===== src/rtl/com_uart_pkg.sv =====
// Shared definitions for the UART receive path: frame FSM states and default watchdog span.
package com_uart_pkg;

  typedef enum logic [2:0] {
    ST_IDLE,
    ST_START,
    ST_DATA,
    ST_PARITY,
    ST_STOP
  } rx_state_t;

  localparam int unsigned DEF_TICK_TIMEOUT = 14000;

endpackage


===== src/rtl/com_sync_edge.sv =====
// N-stage synchroniser (preset high) with one history flop for rise/fall detection.
module com_sync_edge #(
  parameter int unsigned STAGES = 2
) (
  input  logic normal_mode_clk,
  input  logic rst_n,
  input  logic d,
  output logic q,
  output logic rise,
  output logic fall
);

  logic [STAGES-1:0] chain;
  logic              hist;

  always_ff @(posedge normal_mode_clk or negedge rst_n) begin
    if (!rst_n) begin
      chain <= '1;
      hist  <= 1'b1;
    end else begin
      chain <= {chain[STAGES-2:0], d};
      hist  <= chain[STAGES-1];
    end
  end

  assign q    = chain[STAGES-1];
  assign rise = q & ~hist;
  assign fall = hist & ~q;

endmodule


===== src/rtl/com_uart_rx_frame_ctrl.sv =====
// UART receive frame controller: samples rx_port on falling edges of the timer's
// baudrate_clk, deserialises one frame and hands the word out via valid/ready.
module com_uart_rx_frame_ctrl
  import com_uart_pkg::*;
#(
  parameter int unsigned DATA_WIDTH   = 8,
  parameter int unsigned PARITY_EN    = 0,
  parameter int unsigned PARITY_ODD   = 0,
  parameter int unsigned SYNC_STAGES  = 2,
  parameter int unsigned TICK_TIMEOUT = DEF_TICK_TIMEOUT,
  parameter int unsigned TO_WIDTH     = $clog2(TICK_TIMEOUT + 1)
) (
  input  logic                  normal_mode_clk,
  input  logic                  rst_n,
  input  logic                  rx_port,
  input  logic                  baudrate_clk,
  input  logic                  rx_ready,
  input  logic                  err_clr,
  output logic [DATA_WIDTH-1:0] rx_data,
  output logic                  rx_valid,
  output logic                  stop_cond,
  output logic                  parity_err,
  output logic                  frame_err,
  output logic                  overrun,
  output logic                  busy
);

  localparam logic [3:0]          LAST_BIT = 4'(DATA_WIDTH - 1);
  localparam logic [TO_WIDTH-1:0] WD_LAST  = TO_WIDTH'(TICK_TIMEOUT - 1);
  localparam logic                PAR_ODD  = 1'(PARITY_ODD);

  logic rx_s, rx_rise, rx_fall;
  logic bc_s, bc_rise, tick;
  logic unused_edges;

  com_sync_edge #(.STAGES(SYNC_STAGES)) u_rx_sync (
    .normal_mode_clk(normal_mode_clk),
    .rst_n          (rst_n),
    .d              (rx_port),
    .q              (rx_s),
    .rise           (rx_rise),
    .fall           (rx_fall)
  );

  com_sync_edge #(.STAGES(SYNC_STAGES)) u_bc_sync (
    .normal_mode_clk(normal_mode_clk),
    .rst_n          (rst_n),
    .d              (baudrate_clk),
    .q              (bc_s),
    .rise           (bc_rise),
    .fall           (tick)
  );

  assign unused_edges = rx_rise ^ rx_fall ^ bc_s ^ bc_rise;

  rx_state_t             state;
  logic [DATA_WIDTH-1:0] shreg;
  logic [3:0]            bit_cnt;
  logic [TO_WIDTH-1:0]   wd;
  logic                  par_bad;
  logic                  armed;
  logic                  vacant;
  logic                  timeout;

  // A word finishing in the handshake cycle lands in the just-freed slot.
  assign vacant  = !rx_valid || rx_ready;
  assign timeout = !tick && (wd == WD_LAST);

  // Later assignments in this block override the clear/handshake defaults,
  // so a flag set or a new word wins over err_clr or consumption.
  always_ff @(posedge normal_mode_clk or negedge rst_n) begin
    if (!rst_n) begin
      state      <= ST_IDLE;
      shreg      <= '0;
      bit_cnt    <= '0;
      wd         <= '0;
      par_bad    <= 1'b0;
      armed      <= 1'b0;
      rx_data    <= '0;
      rx_valid   <= 1'b0;
      stop_cond  <= 1'b0;
      parity_err <= 1'b0;
      frame_err  <= 1'b0;
      overrun    <= 1'b0;
      busy       <= 1'b0;
    end else begin
      stop_cond <= 1'b0;
      if (rx_valid && rx_ready) rx_valid <= 1'b0;
      if (err_clr) begin
        parity_err <= 1'b0;
        frame_err  <= 1'b0;
        overrun    <= 1'b0;
      end

      if (state == ST_IDLE) begin
        wd      <= '0;
        bit_cnt <= '0;
        par_bad <= 1'b0;
        // Re-arm only once the line has been seen high again.
        if (rx_s) begin
          armed <= 1'b1;
        end else if (armed) begin
          armed <= 1'b0;
          state <= ST_START;
          busy  <= 1'b1;
        end
      end else if (timeout) begin
        frame_err <= 1'b1;
        stop_cond <= 1'b1;
        state     <= ST_IDLE;
        busy      <= 1'b0;
      end else if (tick) begin
        wd <= '0;
        case (state)
          ST_START: begin
            if (rx_s) begin
              stop_cond <= 1'b1;
              state     <= ST_IDLE;
              busy      <= 1'b0;
            end else begin
              state <= ST_DATA;
            end
          end
          ST_DATA: begin
            shreg   <= {rx_s, shreg[DATA_WIDTH-1:1]};
            bit_cnt <= bit_cnt + 1'b1;
            if (bit_cnt == LAST_BIT) state <= (PARITY_EN != 0) ? ST_PARITY : ST_STOP;
          end
          ST_PARITY: begin
            par_bad <= rx_s != ((^shreg) ^ PAR_ODD);
            state   <= ST_STOP;
          end
          ST_STOP: begin
            stop_cond <= 1'b1;
            state     <= ST_IDLE;
            busy      <= 1'b0;
            if (!rx_s) begin
              frame_err <= 1'b1;
            end else if (vacant) begin
              rx_data  <= shreg;
              rx_valid <= 1'b1;
              if (par_bad) parity_err <= 1'b1;
            end else begin
              overrun <= 1'b1;
            end
          end
          default: begin
            state <= ST_IDLE;
            busy  <= 1'b0;
          end
        endcase
      end else begin
        wd <= wd + 1'b1;
      end
    end
  end

endmodule


===== config.mk =====
export PLATFORM = sky130hd
export DESIGN_NAME = com_uart_rx_frame_ctrl
export DESIGN_NICKNAME = d
export VERILOG_FILES = /design/src/rtl/com_uart_pkg.sv /design/src/rtl/com_sync_edge.sv /design/src/rtl/com_uart_rx_frame_ctrl.sv
export SDC_FILE = /design/constraint.sdc
export NUM_CORES = 1
export LEC_CHECK = 0
export BUFFER_PORTS_ARGS = -buffer_cell sky130_fd_sc_hd__buf_4
export CAP_MARGIN = 10
export CORE_ASPECT_RATIO = 0.5
export CORE_MARGIN = 4
export CORE_UTILIZATION = 40
export CTS_BUF_LIST = sky130_fd_sc_hd__clkbuf_4 sky130_fd_sc_hd__clkbuf_8 sky130_fd_sc_hd__clkbuf_16
export DETAILED_ROUTE_END_ITERATION = 8
export GPL_TIMING_DRIVEN = 0
export PLACE_DENSITY = 0.54
export SYNTH_ARGS = -nofsm -noshare
export SYNTH_HDL_FRONTEND = slang
export SYNTH_HIERARCHICAL = 1
export SYNTH_SLANG_ARGS = --single-unit

===== constraint.sdc =====
create_clock -name normal_mode_clk -period 4.1 [get_ports normal_mode_clk]
set_input_delay 0.205 -clock normal_mode_clk [delete_from_list [all_inputs] [get_ports normal_mode_clk]]
set_output_delay 0.205 -clock normal_mode_clk [all_outputs]
set_load 0.005 [all_outputs]

## Word-level counts from Yosys, hierarchy flattened

Cells that the tools add are included.

- Add/subtract/negate cells: 2
- Bitwise operators: 4
- Multiplexer cells: 59
- Equality and inequality tests: 13
- Reductions and logical operators: 18

Operator list:

| operator | number |
|---|---|
| 1-bit 2-to-1 mux | 42 |
| 14-bit 2-to-1 mux | 3 |
| 3-bit 2-to-1 mux | 6 |
| 4-bit 2-to-1 mux | 4 |
| 14-bit by 1-bit adder with 14-bit output, second input constant | 1 |
| 14-bit equality test, second input constant | 1 |
| 3-bit one-hot mux with 3 select lines | 1 |
| 4-bit AND reduction | 2 |
| 8-bit parity | 1 |
| 3-bit by 2-bit equality test with 1-bit output, second input constant | 2 |
| 3-bit AND reduction | 2 |
| 6-bit AND reduction | 1 |
| 2-bit nonzero test | 3 |
| 5-bit AND reduction | 1 |
| 4-bit by 1-bit adder with 4-bit output, second input constant | 1 |
| 4-bit by 3-bit equality test with 1-bit output, second input constant | 1 |
| 2-bit != test, second input constant | 2 |
| 4-bit by 3-bit != test with 1-bit output, second input constant | 1 |
| 4-bit != test, second input constant | 1 |
| 1-bit one-hot mux with 2 select lines | 2 |
| 3-bit by 1-bit equality test with 1-bit output, second input constant | 1 |
| 3-bit equality test, second input constant | 1 |
| 3-bit zero test | 1 |
| 3-bit by 1-bit != test with 1-bit output, second input constant | 1 |
| 10 further kinds | 14 |

- Output and inout port bits: 14
- Input bits: 6
- Flip-flop bits (word level): 50
- Logic and storage cells: 112

## Depth between registers and ports, before layout

- Depth in word-level cells: 8
- Depth in mapped cells: 7
- Depth with buffers taken out: 5

## Hierarchy

The synthesis kept the hierarchy.

Modules (own cells, without submodules):

| module | sequential area each (sq um) | cells each | area each (sq um) | times used |
|---|---|---|---|---|
| com_uart_rx_frame_ctrl | 1126.1 | 191 | 2155.8 | 1 |
| com_sync_edge | 78.8 | 5 | 93.8 | 2 |

## Least setup slack after synthesis

OpenSTA, ideal clock, no wires.

- Path kind: flip-flop to flip-flop
- Start point: reg wd[6]
- End point: reg wd[10]
- Buffers on the path: 1
- Required time: 4.020 ns
- Cell stages (with the launch flop): 6
- Setup slack: 2.127 ns
- Clock period less this slack: 1.973 ns
- Setup time: 0.080 ns
- Data arrival time: 1.893 ns
- Cell sequence: dfrtp_1 or4b_4 or4_4 buf_6 and4_4 nor3_2

- Cells in the longest elaborated chain, start to end: 4
- Elaborated cells on any way between the ends: 7
- Those cells by class: 1 x add/sub; 2 x eq/ne; 3 x mux; 1 x reduce/logical

RTL lines:

| item | RTL line | text |
|---|---|---|
| from (decl) | com_uart_rx_frame_ctrl.sv:59 | `logic [TO_WIDTH-1:0] wd;` |
| from (signal assigned) | com_uart_rx_frame_ctrl.sv:153 | `wd <= wd + 1'b1;` |
| 14-bit by 1-bit adder with 14-bit output | com_uart_rx_frame_ctrl.sv:153 |  |
| 14-bit 2-to-1 mux | com_uart_rx_frame_ctrl.sv:112 | `end else if (tick) begin` |
| 14-bit 2-to-1 mux | com_uart_rx_frame_ctrl.sv:107 | `end else if (timeout) begin` |
| 14-bit 2-to-1 mux | com_uart_rx_frame_ctrl.sv:95 | `if (state == ST_IDLE) begin` |

Parallel ways exist; a longest one is shown, timed or not. The select of a mux whose other input is x is not followed.
A chain may end at the register's enable or synchronous reset.

## Final worst setup path

- Start point: reg state[0]
- End point: reg rx_data[6]

- Cells in the longest elaborated chain, start to end: 3
- Elaborated cells on any way between the ends: 4
- Those cells by class: 1 x eq/ne; 1 x bitwise; 2 x reduce/logical

RTL lines:

| item | RTL line | text |
|---|---|---|
| from (decl) | com_uart_rx_frame_ctrl.sv:56 | `rx_state_t state;` |
| from (signal assigned) | com_uart_rx_frame_ctrl.sv:127 | `if (bit_cnt == LAST_BIT) state <= (PARITY_EN != 0) ? ST_PARITY : ST_STOP;` |
| 3-bit zero test | com_uart_rx_frame_ctrl.sv:95 |  |
| 1-bit inverter (no source line) | - |  |
| 6-bit AND reduction (no source line) * | - |  |
| to (signal assigned) | com_uart_rx_frame_ctrl.sv:140 | `rx_data <= shreg;` |
| to (decl) | com_uart_rx_frame_ctrl.sv:19 | `output logic [DATA_WIDTH-1:0] rx_data,` |

Every way passes the cells marked *; elsewhere a longest branch is shown, timed or not.

==> qor.csv <==
stage,metric,value,unit
finish,diode count,0,
setup_path,crit start category,flop,
clock_network,clock-pin slew on the worst setup and hold paths,60,ps
yosys,syn_area_per_cell,11.7,µm²
floorplanning,Initial Util,41.6,%
global_routing,Total Routing Usage GR,13.1,%
finish,fill count,520,
drt,Pre-antenna DRT Iters,4,
sta,fin crit share,51.2,%
finish,share of layout cells above drive strength 1,27.1,%
clock_network,Post-CTS Resized,0,
finish,area of the multi-input gates,973,µm²
power_and_ir_drop,Leak,1.25,nW
yosys,number of synthesis warnings,6,
floorplanning,die area,7090,µm²
clock_network,Clock Latency Late Sink,290,ps
drt,wire per inst,13.8,µm
min_path,HP Class,input pin to flop,
clock_network,CTS Hold Bufs,1,
setup_path,CP Data Required Time,4270,ps
placement,HPWL Detailed,2880,µm
global_routing,number of global-route vias before repair,1488,
placement,pre-CTS WS,1940,ps
drt,DRC,0,
sta,Setup Skew,6.81,ps
drt,routed wire length,4120,µm
global_routing,initial antenna violation count,0,
drt,Final ANT Viol Nets,0,
yosys,Post-Synthesis Cells,197,
sta,max_slew headroom,58.1,%
floorplanning,Core Region,5520,µm²
sta,Max Fclk,476,MHz
sta,Final WS setup,2000,ps
sta,Fin. Hold Viols,0,
power_and_ir_drop,Power Total,1.51,mW
sta,Slew @ Worst Pin,628,ps
sta,Tmin final,2100,ps
power_and_ir_drop,peak supply drop,0.287,mV
clock_network,Num CTS Buffers,5,
yosys,Mapped Nets,205,
sta,Slew Limit Fails,0,
finish,Area Overhead vs Synth,17.4,%
clock_network,Longest Clk Path Bufs,2,
power_and_ir_drop,pwr dens,560,nW/µm²
global_routing,first-pass GRT wire length,7100,µm
clock_network,TritonCTS clock tree,done,
setup_path,CP Capture Type,flop,
drt,vias per inst,5.14,
yosys,Mapped Area,2300,µm²
finish,register area,1260,µm²
floorplanning,I/O pins,20,
sta,setup_tns,0,ps
setup_path,critical path class,flop to flop,
drt,number of DRC markers in iteration 0,52,
global_routing,global route overflow,0,
run_status,status,"finished, final reports clean",
clock_network,CTS root buf,clkbuf_16,
clock_network,post-CTS setup buffer count,0,
drt,total number of vias,1532,
sta,Final setup viols,0,
setup_path,CP Data Arrival Time,2270,ps
flow_run,max-cap check violation count,0,
clock_network,CTS H-tree depth,2,
setup_path,"critical path fanouts, max",9,
sta,RSZ-0062 raised after global routing,no,
finish,utilization after layout,48.9,%
placement,gpl congestion,0.823,
floorplanning,site row count,19,
finish,fin nets,232,
floorplanning,Die W,115,µm
floorplanning,die height,61.6,µm
global_routing,pin count of the biggest net entering global routing,51,
clock_network,Num Clock Sinks,50,
placement,I/O Buffers,19,
-- critical path, cell delays in order, from the launching register on --
cell,delay (ps)
dfrtp_1,360
clkbuf_1,190
nor2_1,300
nand4_1,190
nor2b_1,150
clkbuf_1,400
mux2_2,390
-- layout by cell type (no fill, tap or decap), drive strengths merged, types with 2 or more instances in the layout --
master	n
nor2b	4
nand3	4
xnor2	7
and4	6
mux2i	2
and2	2
nand4	6
dfstp	5
mux2	17
buf	21
nand2	14
nor3	4
a31oi	3
dfrtp	45
clkinv	2
ha	2
inv	4
a21oi	6
clkbuf	15
xor2	9
nand2b	2
o21ai	9
nor2	13
and3	2
-- flip-flops by register name, summed over array words and instances (netlist names), 2 cells and up --
signal / cells
u_bc_sync/chain: 2
state: 3
rx_data: 8
u_rx_sync/chain: 2
bit_cnt: 4
wd: 14
shreg: 8
-- report_power, final --
| group | switching (mW) | internal, mW |
|---|---|---|
| clock | 0.179 | 0.245 |
| sequential | 0.0642 | 0.580 |
| combinational | 0.223 | 0.219 |
-- final cells by class --
cell class                 count  share of cell area [%]
buffer                        11                    1.86
tap                           73                    3.39
timing repair buffer          20                    5.66
clock buffer                   6                    5.15
clock inverter                 2                   0.650
multi-input combinational    132                    36.1
sequential                    50                    46.6
inverter                       4                   0.557
-- stage by stage --
step | hold WS, ps | cells | cell area, µm²
3_5_place_dp | 276 | 289 | 2530
6_report | 24.9 | 298 | 2700
3_3_place_gp | 274 | 289 | 2530
5_1_grt | 6.22 | 298 | 2700
2_1_floorplan | -90.6 | 197 | 2300
4_1_cts | 15.8 | 298 | 2700
-- metal layers --
metal / track usage, % / vias to the layer above / part of all wire, %
li1: - / 758 / -
met1: 15.9 / 756 / 48
met2: 22.2 / 13 / 48
met3: 4.71 / 5 / 3.6
met4: 4.52 / 0 / 1.1
met5: 0 / - / 0
-- path summary, 6_finish.rpt --
kind	start	endpoint	slack, ps	depth (start not counted)
worst max register to register	state[0]	rx_data[6]	2000	6
worst min-delay path	rx_port	u_rx_sync/chain[0]	20	1
worst max-delay path	state[0]	rx_data[6]	2000	6
worst min register to register	u_rx_sync/chain[0]	u_rx_sync/chain[1]	360	0
min in group asynchronous	rst_n	wd[5]	470	2
max in group asynchronous	rst_n	wd[4]	3190	2
Power figures use the tool's default switching activity.
